===== config.mk =====
export PLATFORM = sky130hd
export DESIGN_NAME = extensor_parametrizado
export DESIGN_NICKNAME = d
export VERILOG_FILES = /design/src/rtl/extensor_pkg.sv /design/src/rtl/fila_extensor.sv /design/src/rtl/extensor_parametrizado.sv
export SDC_FILE = /design/constraint.sdc
export NUM_CORES = 1
export LEC_CHECK = 0
export CORE_MARGIN = 10
export CORE_UTILIZATION = 31
export DETAILED_ROUTE_END_ITERATION = 10
export GPL_TIMING_DRIVEN = 0
export PLACE_DENSITY = 0.57
export SKIP_CTS_REPAIR_TIMING = 1
export SLEW_MARGIN = 20
export SYNTH_ARGS = -nofsm -noshare
export SYNTH_HDL_FRONTEND = slang
export SYNTH_SLANG_ARGS = --single-unit

===== constraint.sdc =====
create_clock -name clock -period 2.2 [get_ports clock]
set_clock_uncertainty 0.1 [all_clocks]
set_input_delay 0.66 -clock clock [delete_from_list [all_inputs] [get_ports clock]]
set_output_delay 0.66 -clock clock [all_outputs]
set_load 0.02 [all_outputs]

===== src/rtl/extensor_pkg.sv =====
// Shared types and the immediate-extension function used by the extender
// datapath and by decode-side checkers.
package extensor_pkg;

  typedef enum logic [1:0] {
    MODO_SINAL    = 2'b00,
    MODO_ZERO     = 2'b01,
    MODO_SUPERIOR = 2'b10,
    MODO_BYTE     = 2'b11
  } modo_t;

  // Widest result estender() can produce; callers zero-pad into this width.
  localparam int MAX_W  = 64;
  localparam int BYTE_W = 8;

  // Extends the low in_w bits of imediato to out_w bits. Bits at and above
  // out_w in the result are always zero. Both widths are expected to be
  // elaboration constants so the shifts collapse to wiring.
  function automatic logic [MAX_W-1:0] estender(
    input logic [MAX_W-1:0] imediato,
    input modo_t            modo,
    input int               in_w,
    input int               out_w
  );
    logic        [MAX_W-1:0] mask_in;
    logic        [MAX_W-1:0] mask_out;
    logic        [MAX_W-1:0] campo;
    logic signed [MAX_W-1:0] sinal;
    logic signed [MAX_W-1:0] byte_s;
    logic        [MAX_W-1:0] r;

    mask_in  = ~({MAX_W{1'b1}} << in_w);
    mask_out = ~({MAX_W{1'b1}} << out_w);
    campo    = imediato & mask_in;

    // Move the sign bit to the MSB, then shift back arithmetically.
    sinal  = campo << (MAX_W - in_w);
    sinal  = sinal >>> (MAX_W - in_w);
    byte_s = campo << (MAX_W - BYTE_W);
    byte_s = byte_s >>> (MAX_W - BYTE_W);

    case (modo)
      MODO_SINAL:    r = sinal;
      MODO_ZERO:     r = campo;
      MODO_SUPERIOR: r = campo << (out_w - in_w);
      default:       r = byte_s;
    endcase
    return r & mask_out;
  endfunction

endpackage


===== src/rtl/fila_extensor.sv =====
// Generic DEPTH x W valid/ready FIFO with occupancy count. Ready/valid are
// registered-state functions only; there is no write-to-read bypass.
module fila_extensor #(
  parameter int W     = 32,
  parameter int DEPTH = 2
) (
  input  logic                         clock,
  input  logic                         reset_n,
  input  logic                         wr_valid_i,
  output logic                         wr_ready_o,
  input  logic [W-1:0]                 wr_dado_i,
  output logic                         rd_valid_o,
  input  logic                         rd_ready_i,
  output logic [W-1:0]                 rd_dado_o,
  output logic [$clog2(DEPTH+1)-1:0]   ocupacao_o
);

  localparam int PTR_W = (DEPTH > 1) ? $clog2(DEPTH) : 1;
  localparam int CNT_W = $clog2(DEPTH + 1);

  logic [W-1:0]     mem_q [DEPTH];
  logic [PTR_W-1:0] wr_ptr_q, wr_ptr_d;
  logic [PTR_W-1:0] rd_ptr_q, rd_ptr_d;
  logic [CNT_W-1:0] cnt_q, cnt_d;
  logic             push, pop;

  // Pointers wrap explicitly so DEPTH need not be a power of two.
  function automatic logic [PTR_W-1:0] prox(input logic [PTR_W-1:0] p);
    return (p == PTR_W'(DEPTH - 1)) ? '0 : p + PTR_W'(1);
  endfunction

  assign wr_ready_o = (cnt_q != CNT_W'(DEPTH));
  assign rd_valid_o = (cnt_q != '0);
  assign push       = wr_valid_i && wr_ready_o;
  assign pop        = rd_valid_o && rd_ready_i;
  assign rd_dado_o  = mem_q[rd_ptr_q];
  assign ocupacao_o = cnt_q;

  always_comb begin
    wr_ptr_d = wr_ptr_q;
    rd_ptr_d = rd_ptr_q;
    cnt_d    = cnt_q;
    if (push) wr_ptr_d = prox(wr_ptr_q);
    if (pop)  rd_ptr_d = prox(rd_ptr_q);
    case ({push, pop})
      2'b10:   cnt_d = cnt_q + CNT_W'(1);
      2'b01:   cnt_d = cnt_q - CNT_W'(1);
      default: cnt_d = cnt_q;
    endcase
  end

  always_ff @(posedge clock or negedge reset_n) begin
    if (!reset_n) begin
      wr_ptr_q <= '0;
      rd_ptr_q <= '0;
      cnt_q    <= '0;
    end else begin
      wr_ptr_q <= wr_ptr_d;
      rd_ptr_q <= rd_ptr_d;
      cnt_q    <= cnt_d;
    end
  end

  // Storage is cleared on reset so the empty-FIFO head reads as zero.
  always_ff @(posedge clock or negedge reset_n) begin
    if (!reset_n) begin
      for (int i = 0; i < DEPTH; i++) mem_q[i] <= '0;
    end else if (push) begin
      mem_q[wr_ptr_q] <= wr_dado_i;
    end
  end

endmodule


===== src/rtl/extensor_parametrizado.sv =====
// Buffered immediate extender: extends imediato per modo at push time and
// queues the OUT_W-bit result between decode and the ALU-operand mux.
module extensor_parametrizado
  import extensor_pkg::*;
#(
  parameter int IN_W  = 16,
  parameter int OUT_W = 32,
  parameter int DEPTH = 2
) (
  input  logic                       clock,
  input  logic                       reset_n,
  input  logic                       in_valid,
  output logic                       in_ready,
  input  logic [IN_W-1:0]            imediato,
  input  logic [1:0]                 modo,
  output logic                       out_valid,
  input  logic                       out_ready,
  output logic [OUT_W-1:0]           extensor_out,
  output logic [$clog2(DEPTH+1)-1:0] ocupacao
);

  if (IN_W < BYTE_W) begin : g_err_in_w_min
    $error("extensor_parametrizado: IN_W must be >= 8");
  end
  if (IN_W > OUT_W) begin : g_err_in_w_max
    $error("extensor_parametrizado: IN_W must be <= OUT_W");
  end
  if (OUT_W > MAX_W) begin : g_err_out_w
    $error("extensor_parametrizado: OUT_W exceeds extensor_pkg::MAX_W");
  end
  if (DEPTH < 1) begin : g_err_depth
    $error("extensor_parametrizado: DEPTH must be >= 1");
  end

  logic [MAX_W-1:0] ext_full;
  logic [OUT_W-1:0] ext_dado;
  logic             unused_ext;

  assign ext_full = estender(MAX_W'(imediato), modo_t'(modo), IN_W, OUT_W);
  assign ext_dado = ext_full[OUT_W-1:0];
  // Bits above OUT_W are zero by construction of estender().
  assign unused_ext = ^ext_full;

  fila_extensor #(
    .W     (OUT_W),
    .DEPTH (DEPTH)
  ) u_fila (
    .clock      (clock),
    .reset_n    (reset_n),
    .wr_valid_i (in_valid),
    .wr_ready_o (in_ready),
    .wr_dado_i  (ext_dado),
    .rd_valid_o (out_valid),
    .rd_ready_i (out_ready),
    .rd_dado_o  (extensor_out),
    .ocupacao_o (ocupacao)
  );

endmodule

==> results.md, run 1 <==
- Fillers: 1065
- Drt total wl: 8550 µm
- Post-Place Worst Slack: -0.441 ns
- CTS buffer count: 9
- Layout cell share with drive strength beyond 1: 52.6%
- Crit. Startpoint: u_fila.rd_ptr_q$_DFFE_PN0P_
- Utilization after layout: 41.3%
- Unique masters post-synth: 24
- Hold Slack: 0.108 ns
- Worst vdd ir: 0.587 mV
- Synthesized area per cell: 14.8 µm²
- Clock H-tree levels: 3
- Ys Warns: 0
- Crit Path Category: flop to primary output
- FF-to-FF Start: u_fila.ocupacao_o[0]$_DFFE_PN0P_
- Initial antenna violation count: 0
- Initial drt markers: 99
- Status: finished with violations
- Worst setup EP type: primary output
- CTS tree: done
- Cell taking the most area after synthesis: dfrtp_1
- P_leak: 2.38 nW
- List of most frequent post-synthesis cells: dfrtp_1, mux2_4, mux2_2
- Cell Rows: 39
- Synthesized net count: 270
- Max Slew Vio Count: 0
- Hold/Removal Path Class: primary input to async pin
- Worst Setup EP: extensor_out[8]
- Clk buf depth: 2
- Failing checks: setup timing
- Gate Count Post-Synth: 247
- Drc violations: 0
- RR Endpoint: u_fila.ocupacao_o[1]$_DFFE_PN0P_
- Xor and xnor area share after synthesis: 1.20%
- Cell Area, Synth: 3650 µm²
- Diode count: 0
- Critical path launch point type: flop
- Max-cap viol count: 0
- Final min period: 2.31 ns
- Via/cell ratio: 4.58
- Pin count of the biggest net entering global routing: 52
- Slew @ Worst Pin: 0.329 ns
- Root Driver: clkbuf_16
- Synth Register Bits: 68
- Main synth FF type: dfrtp_1
- Tcrit/Tclk final: 105%
- Vias in the first global route: 2435
- Nets@finish: 341
- Finish-stage setup viols: 29
- Final TNS setup: -2.52 ns
- Aggregate global routing overflow: 0
- Routed Antenna Nets: 0
- CP required: 1.44 ns
- Crit path arrival time: 1.55 ns
- EDFF count, synth: 0
- Setup slack after layout: -0.115 ns
- Synth top area share: 46.6%
- Pre-antenna DRT Iters: 4
- Placed Instances: 448
- Max-slew headroom: 78.0%
- Die height: 129 µm
- Final hold viol count: 0
- Post-layout instance count excluding filler cells: 466
- Area grow syn2layout: 29.8%
- R2r worst-path depth: 5
- Total I/O pin count: 58
- Multiplexer share of the synthesized area: 35.8%
- Flop-to-flop setup slack: 0.49 ns
- Synth top area cells: dfrtp_1, mux2_4, mux2_2
- Worst skew pair latency: 0.33 ns
- Fmax: 432 MHz
- First-pass GRT wire length: 13700 µm
- Die footprint: 16500 µm²
- TritonCTS Sinks: 68
- Core area: 11500 µm²
- Compound-Gate Fraction of Synth Area: 5.34%
- Crit Path Max Fanout: 10
- Sequential cell area: 1700 µm²
- Pwr Density: 1560 nW/µm²
- Most frequent cell after synthesis: dfrtp_1
- Adder-Cell Fraction of Synth Area: 0.343%
- Post-synth ARST share: 100%
- Gp weighted congestion: 0.730
- HPWL Detailed: 6170 µm
- GRT Overall Usage: 10.6%
- Register area share after synthesis: 46.6%
- Post-synthesis simple-gate area fraction: 3.73%
- Largest family of logic cells by synthesized area: multiplexers
- RSZ-0062 raised after global routing: true
- IO Port Bufs: 57
- Die width: 129 µm
- Multi-input gate area: 1690 µm²
- Clock transition at path regs: 0.06 ns
- Avg WL per Cell: 18.3 µm
- Initial core utilization: 31.8%
- Vias: 2134
[worst min path at each step]
stage | startpoint | endpoint | slack (ns) | depth (start not counted)
CTS | reset_n | u_fila.wr_ptr_q$_DFFE_PN0N_ | 0.11 | 1
detailed placement | u_fila.wr_ptr_q$_DFFE_PN0N_ | u_fila.wr_ptr_q$_DFFE_PN0N_ | 0.39 | 1
finish | reset_n | u_fila.wr_ptr_q$_DFFE_PN0N_ | 0.11 | 1
global route | reset_n | u_fila.wr_ptr_q$_DFFE_PN0N_ | 0.12 | 1
global placement | u_fila.wr_ptr_q$_DFFE_PN0N_ | u_fila.wr_ptr_q$_DFFE_PN0N_ | 0.38 | 1
floorplan | reset_n | u_fila.mem_q[0]$_DFFE_PN0P_ | 0.26 | 0
[power by group]
part           total (mW)  switching [mW]  internal, mW  leakage (nW)
Combinational        3.80            1.60          2.20          1.39
Clock                1.44           0.560         0.882         0.146
Sequential           2.18           0.338          1.84         0.846
Total                7.42            2.50          4.92          2.38
[state kept, by name (all words and copies together), names as in the netlist]
| name | flops |
|---|---|
| u_fila.rd_ptr_q | 1 |
| u_fila.ocupacao_o | 2 |
| u_fila.mem_q | 64 |
| u_fila.wr_ptr_q | 1 |
[placed cells by master (no fill, tap or decap), types with 2 or more instances in the layout]
| cell type | n |
|---|---|
| and2_1 | 9 |
| buf_12 | 7 |
| buf_2 | 11 |
| buf_4 | 13 |
| buf_6 | 4 |
| clkbuf_16 | 9 |
| clkbuf_2 | 5 |
| clkbuf_4 | 2 |
| clkdlybuf4s50_1 | 20 |
| clkinv_2 | 2 |
| dfrtp_1 | 67 |
| dlymetal6s2s_1 | 15 |
| inv_1 | 15 |
| inv_6 | 2 |
| mux2_2 | 36 |
| mux2_4 | 60 |
| nand2_1 | 3 |
| o211ai_1 | 5 |
| o211ai_2 | 9 |
| o21ai_0 | 9 |
| xnor2_1 | 3 |
| xor2_1 | 2 |
[logic make-up (layout without fill, tap and decap cells)]
family,count (synthesis),count (layout)
buffers and inverters,34,110
xor gates and xnor gates,5,5
and+or+nand+nor,20,20
adders and majority gates,1,1
DFF,68,68
muxes,96,96
AOI/OAI and AO/OA,23,23
[worst max-delay path: stages (launching register included)]
cell,delay [ns]
dfrtp_2,0.43
buf_4,0.14
buf_12,0.13
mux2_2,0.35
buf_4,0.16
[layout make-up]
type / instances / share of cell area [%]
sequential: 68 / 35.9
multi-input combinational: 145 / 35.7
timing repair buffer: 61 / 12.1
buffer: 18 / 4.96
clock buffer: 9 / 4.75
tap: 143 / 3.78
clock inverter: 7 / 1.56
inverter: 15 / 1.19
[routing by layer]
metal,global-route usage (%),vias to the layer above,share of wire (%)
met4,3.14,0,1.3
met3,3.94,15,6.3
met5,0,-,0
li1,-,1008,-
met2,16.2,46,45
met1,13.7,1065,47
[per-stage QoR]
stage          cell area, µm²  power (mW)
2_1_floorplan            3650        4.81
5_1_grt                  4740        7.86
4_1_cts                  4730        7.65
6_report                 4740        7.42
3_3_place_gp             4400        6.13
3_5_place_dp             4430        6.16
No activity file was read; power rests on OpenSTA's default activity.
==> run 2, diff against run 1 <==
--- a/config.mk
+++ b/config.mk
@@ -14,4 +14,5 @@
 export SLEW_MARGIN = 20
 export SYNTH_ARGS = -nofsm -noshare
 export SYNTH_HDL_FRONTEND = slang
+export SYNTH_HIERARCHICAL = 1
 export SYNTH_SLANG_ARGS = --single-unit
==> run 2 against run 1 <==
The run still ends with setup timing left. Combinational power barely moved. Total power shrank 1.8%. Hold slack improved by 0.067 ns. Maximum frequency about the same. Non-clock buffer count shrank 2. Register-to-register slack worse by 0.05 ns. Flip-flop and latch count stayed put. Clock power shrank 9.7%. Synthesized cell count is 2.4% higher. Setup slack barely moved. Final area is 0.34% higher. Utilization is 1.6 points lower. Critical path type unchanged. Largest power group unchanged.
==> results.md, run 2 <==
- Fillers: 1157
- Final hold viol count: 0
- HPWL Detailed: 6370 µm
- Hold Slack: 0.175 ns
- Die footprint: 17000 µm²
- Crit Path Max Fanout: 10
- Initial core utilization: 31.6%
- Via/cell ratio: 4.69
- Nets@finish: 345
- Post-route cell area: 4760 µm²
- CTS tree: done
- Finish-stage setup viols: 29
- Slew @ Worst Pin: 0.447 ns
- Layout cell share with drive strength beyond 1: 52.9%
- Gate Count Post-Synth: 253
- Most frequent cell after synthesis: dfrtp_1
- Diode count: 0
- Crit path arrival time: 1.55 ns
- Pwr Density: 1530 nW/µm²
- Die width: 130 µm
- Routed Antenna Nets: 0
- Register area share after synthesis: 45.0%
- Tcrit/Tclk final: 105%
- Avg WL per Cell: 18.8 µm
- Root Driver: clkbuf_16
- Synth top area cells: dfrtp_1, mux2_4, mux2_2
- Cell area after placement: 4530 µm²
- Clock H-tree levels: 3
- Drc violations: 0
- P_leak: 2.37 nW
- M1 GR Usage: 14.1%
- Initial antenna violation count: 0
- CP bufs+invs: 3
- Gp weighted congestion: 0.765
- Area grow syn2layout: 25.7%
- Failing checks: setup timing
- Initial drt markers: 102
- Vias: 2221
- Worst skew pair latency: 0.33 ns
- Critical path's top delay family: flip-flops
- Final min period: 2.31 ns
- Clk buf depth: 2
- Die height: 130 µm
- Cells along the critical path: buf_4 > buf_12 > mux2_2 > buf_4
- First-pass GRT wire length: 14200 µm
- Status: finished with violations
- Clock transition at path regs: 0.05 ns
- Leading cell types in the layout, fill and taps excluded: mux2_4, dfrtp_1, mux2_2, buf_2, clkdlybuf4s50_1
- Pin count of the biggest net entering global routing: 37
- Flop-to-flop setup slack: 0.44 ns
- Aggregate global routing overflow: 0
- Number of flip-flops in the largest register: 64
- Critical path launch point type: flop
- List of most frequent post-synthesis cells: dfrtp_1, mux2_4, mux2_2
- Synth top area share: 45.0%
- Fmax: 432 MHz
- RSZ-0062 raised after global routing: true
- CP most frequent cell: buf_4
- Final TNS setup: -2.74 ns
- EDFF count, synth: 0
- Cell Area, Synth: 3780 µm²
- Synthesized area per cell: 15.0 µm²
- Max-cap viol count: 0
- Total I/O pin count: 58
- Synth Register Bits: 68
- Drt total wl: 8910 µm
- Worst vdd ir: 0.586 mV
- Busiest grt layer: met2
- Met3 Use GR: 4.27%
- TritonCTS Sinks: 68
- CP required: 1.44 ns
- Max Slew Vio Count: 0
- CTS buffer count: 9
- Vias in the first global route: 2531
- Cell Rows: 40
- GRT Overall Usage: 11.0%
- Total power: 7.28 mW
- Max-slew headroom: 70.2%
- Crit path largest cell delay: 0.44 ns
- Met2 Usage GRT: 16.6%
- Post-synth ARST share: 100%
- Main synth FF type: dfrtp_1
- Top reg by flops: u_fila/mem_q
- IO Port Bufs: 55
- Ys Warns: 6
- Post-Place Worst Slack: -0.466 ns
- Crit Path Category: flop to primary output
- Core area: 12000 µm²
- Setup slack after layout: -0.115 ns
- Hold/Removal Path Class: primary input to async pin
- Max stage delay cell, worst path: dfrtp_2
- Pre-antenna DRT Iters: 4
- Synthesized net count: 276
- Worst setup EP type: primary output
- Unique masters post-synth: 26
- Cell taking the most area after synthesis: dfrtp_1
run 2: cell types whose count changed in the layout (fill, tap and decap cells not counted), moves of 7 or more:
| cell | change |
|---|---|
| a21o_1 | +15 |
| buf_2 | +11 |
| o211ai_2 | -9 |
| dlymetal6s2s_1 | -8 |
| inv_1 | -7 |
| mux2_4 | +7 |
run 2: path summary, 6_finish.rpt:
check,end,cells past startpoint,start
worst max register to register,u_fila/ocupacao_o[1]$_DFFE_PN0P_,5,u_fila/ocupacao_o[0]$_DFFE_PN0P_
min in group clock,u_fila/mem_q[63]$_DFFE_PN0P_,1,u_fila/mem_q[63]$_DFFE_PN0P_
max in group asynchronous,u_fila/mem_q[30]$_DFFE_PN0P_,2,reset_n
worst min register to register,u_fila/mem_q[63]$_DFFE_PN0P_,1,u_fila/mem_q[63]$_DFFE_PN0P_
worst max-delay path,extensor_out[31],4,u_fila/rd_ptr_q$_DFFE_PN0P_
worst min-delay path,u_fila/mem_q[40]$_DFFE_PN0P_,1,reset_n
run 2: cell families (layout without fill, tap and decap cells):
kind of cell / count (synthesis) / count (layout) / synth area share (%)
muxes: 110 / 110 / 39.4
DFF: 68 / 68 / 45.0
buffers and inverters: 27 / 101 / 6.42
AOI/OAI and AO/OA: 24 / 24 / 4.17
and+or+nand+nor: 18 / 18 / 3.54
xor gates and xnor gates: 5 / 5 / 1.16
adders and majority gates: 1 / 1 / 0.331
run 2: through the flow:
stage,instances,util [%]
6_report,474,39.8
5_1_grt,474,39.8
4_1_cts,472,40.1
3_5_place_dp,456,37.9
3_3_place_gp,455,37.8
2_1_floorplan,253,-
run 2: final cells by class:
cell class / instances / area, µm² / area share, %
multi-input cells: 158 / 1840 / 38.6
flip-flops and latches: 68 / 1700 / 35.8
repair buffers: 59 / 483 / 10.2
clock buffers: 14 / 254 / 5.34
plain buffers: 18 / 254 / 5.34
well taps: 147 / 184 / 3.87
inverters: 8 / 30.0 / 0.631
clock inverters: 2 / 10.0 / 0.210
run 2: routing by layer:
layer | wire (µm) | part of all wire, %
met5 | 0 | 0
met3 | 582 | 6.5
met2 | 3980 | 45
met4 | 122 | 1.4
met1 | 4220 | 47
run 2: report_power, final:
group	switching, mW	leakage (nW)	internal, mW
combinational	1.62	1.39	2.17
sequential	0.343	0.844	1.84
clock	0.508	0.131	0.791
total	2.48	2.37	4.80
==> run 3, diff against run 2 <==
--- a/config.mk
+++ b/config.mk
@@ -7,6 +7,7 @@
 export LEC_CHECK = 0
 export CORE_MARGIN = 10
 export CORE_UTILIZATION = 31
+export CTS_BUF_LIST = sky130_fd_sc_hd__clkbuf_4 sky130_fd_sc_hd__clkbuf_8
 export DETAILED_ROUTE_END_ITERATION = 10
 export GPL_TIMING_DRIVEN = 0
 export PLACE_DENSITY = 0.57
==> run 3 against run 2 <==
The run still ends with setup timing left. Maximum frequency shrank 3.3%. Sequential power is essentially flat. Total power grew 1.5%.
==> results.md, run 3 (synthesized netlist as in run 2, its figures left out) <==
- Cell-internal power: 4.87 mW
- RR Endpoint: u_fila/ocupacao_o[1]$_DFFE_PN0P_
- Drc violations: 0
- Flop-to-flop setup slack: 0.44 ns
- Busiest grt layer: met2
- Hold/Removal Path Class: primary input to async pin
- Met3 Use GR: 4.03%
- Drt total wl: 8970 µm
- Status: finished with violations
- Area grow syn2layout: 28.3%
- Clock share of power: 12.7%
- FF-to-FF Start: u_fila/ocupacao_o[0]$_DFFE_PN0P_
- Critical path's top delay family: buffers and inverters
- Max Slew Vio Count: 0
- Layout cell share with drive strength beyond 1: 55.6%
- Via/cell ratio: 4.67
- P_leak: 2.38 nW
- Leading cell types in the layout, fill and taps excluded: mux2_4, dfrtp_1, mux2_2, buf_6, clkdlybuf4s50_1
- Tcrit/Tclk final: 109%
- Slew @ Worst Pin: 0.446 ns
- CP most frequent cell: buf_6
- Final hold viol count: 0
- Clock H-tree levels: 3
- Vias in the first global route: 2522
- Post-layout instance count excluding filler cells: 478
- M1 GR Usage: 13.9%
- Worst setup EP type: primary output
- Max-slew headroom: 70.3%
- Psw: 2.52 mW
- Hold Slack: 0.156 ns
- CP required: 1.44 ns
- Nets@finish: 349
- IO Port Bufs: 55
- Vias: 2234
- R2r worst-path depth: 5
- TritonCTS Sinks: 68
- Top reg by flops: u_fila/mem_q
- Aggregate global routing overflow: 0
- GRT Overall Usage: 10.8%
- Gp weighted congestion: 0.765
- Core area: 12000 µm²
- CTS buffer count: 9
- Die footprint: 17000 µm²
- Diode count: 0
- CP bufs+invs: 4
- Placed Instances: 456
- Cells along the critical path: buf_8 > buf_6 > clkbuf_16 > mux2_4 > buf_6
- Comb power frac: 57.8%
- Sw frac: 34.1%
- Pre-antenna DRT Iters: 4
- Cell Rows: 40
- Max stage delay cell, worst path: dfrtp_2
- Met2 Usage GRT: 16.5%
- Total power: 7.39 mW
- Crit path arrival time: 1.63 ns
- Crit Path Max Fanout: 5
- Die width: 130 µm
- Initial antenna violation count: 0
- Fillers: 1139
- Post-Place Worst Slack: -0.466 ns
- CTS tree: done
- Initial drt markers: 106
- Root Driver: clkbuf_8
- Avg WL per Cell: 18.8 µm
- Setup slack after layout: -0.193 ns
- Initial core utilization: 31.6%
- Max-cap viol count: 0
- Sequential power share: 29.5%
- Crit path largest cell delay: 0.44 ns
- Critical path launch point type: flop
- First-pass GRT wire length: 14100 µm
- Routed Antenna Nets: 0
- Number of flip-flops in the largest register: 64
- Most common cell after layout, fill and taps aside: mux2_4
- Pin count of the biggest net entering global routing: 37
- Die height: 130 µm
- HPWL Detailed: 6370 µm
- RSZ-0062 raised after global routing: true
- Total I/O pin count: 58
- Pwr Density: 1520 nW/µm²
- Fmax: 418 MHz
- Clock transition at path regs: 0.07 ns
- Final min period: 2.39 ns
- Worst vdd ir: 0.706 mV
- Clk buf depth: 2
- Failing checks: setup timing
- Worst skew pair latency: 0.34 ns
- Crit Path Category: flop to primary output
- Finish-stage setup viols: 26
## run 3: changes by cell type in the layout (fill, tap and decap cells not counted), moves of 4 or more
cell / before / now
buf_6: 3 / 25
buf_2: 22 / 5
clkbuf_8: 1 / 10
clkbuf_16: 9 / 2
buf_4: 13 / 7
clkbuf_1: 6 / 2
clkbuf_2: 1 / 5
clkbuf_4: 0 / 4
## run 3: area by class of cell
| type | instances | area, µm² | area share [%] |
|---|---|---|---|
| Multi-Input combinational cell | 158 | 1850 | 38.0 |
| Sequential cell | 68 | 1700 | 35.1 |
| Timing Repair Buffer | 63 | 661 | 13.6 |
| Buffer | 18 | 249 | 5.13 |
| Tap cell | 147 | 184 | 3.79 |
| Clock buffer | 14 | 168 | 3.46 |
| Inverter | 8 | 30.0 | 0.619 |
| Clock inverter | 2 | 10.0 | 0.206 |
## run 3: per-stage QoR
stage	util [%]	TNS, ns	instance area (µm²)
after global routing	40.6	-4.42	4850
after floorplan	-	0	3780
after global placement	37.8	-150.58	4520
after detailed placement	37.9	-18.44	4530
after CTS	39.4	-25.62	4710
final	40.6	-3.46	4850
## run 3: how the worst max path moves through the flow
stage	startpoint	end	slack [ns]	cells after the start
after global placement	reset_n	u_fila/mem_q[24]$_DFFE_PN0P_	-1.96	1
after CTS	u_fila/rd_ptr_q$_DFFE_PN0P_	extensor_out[7]	-0.85	4
after global routing	u_fila/rd_ptr_q$_DFFE_PN0P_	extensor_out[6]	-0.23	5
final	u_fila/rd_ptr_q$_DFFE_PN0P_	extensor_out[31]	-0.19	5
after detailed placement	u_fila/rd_ptr_q$_DFFE_PN0P_	extensor_out[7]	-0.47	4
after floorplan	u_fila/rd_ptr_q$_DFFE_PN0P_	extensor_out[10]	0.31	3
## run 3: metal layers
layer	wire length, µm	vias up
li1	-	1033
met1	4280	1137
met2	4010	52
met3	551	12
met4	130	0
met5	0	-
## run 3: power by group through the flow
| stage | Clock, mW | Sequential [mW] | Combinational, mW |
|---|---|---|---|
| 2_1_floorplan | 0 | 2.10 | 2.75 |
| 3_3_place_gp | 0 | 2.15 | 4.04 |
| 3_5_place_dp | 0 | 2.18 | 4.05 |
| 4_1_cts | 0.980 | 2.16 | 4.08 |
| 5_1_grt | 1.03 | 2.26 | 4.53 |
| 6_report | 0.938 | 2.18 | 4.27 |
## run 3: worst register-to-register path, stage by stage, from the launching register on
cell,delay (ns)
dfrtp_2,0.44
or2_2,0.31
and2_1,0.22
ha_1,0.33
nor2_1,0.14
xor2_1,0.15
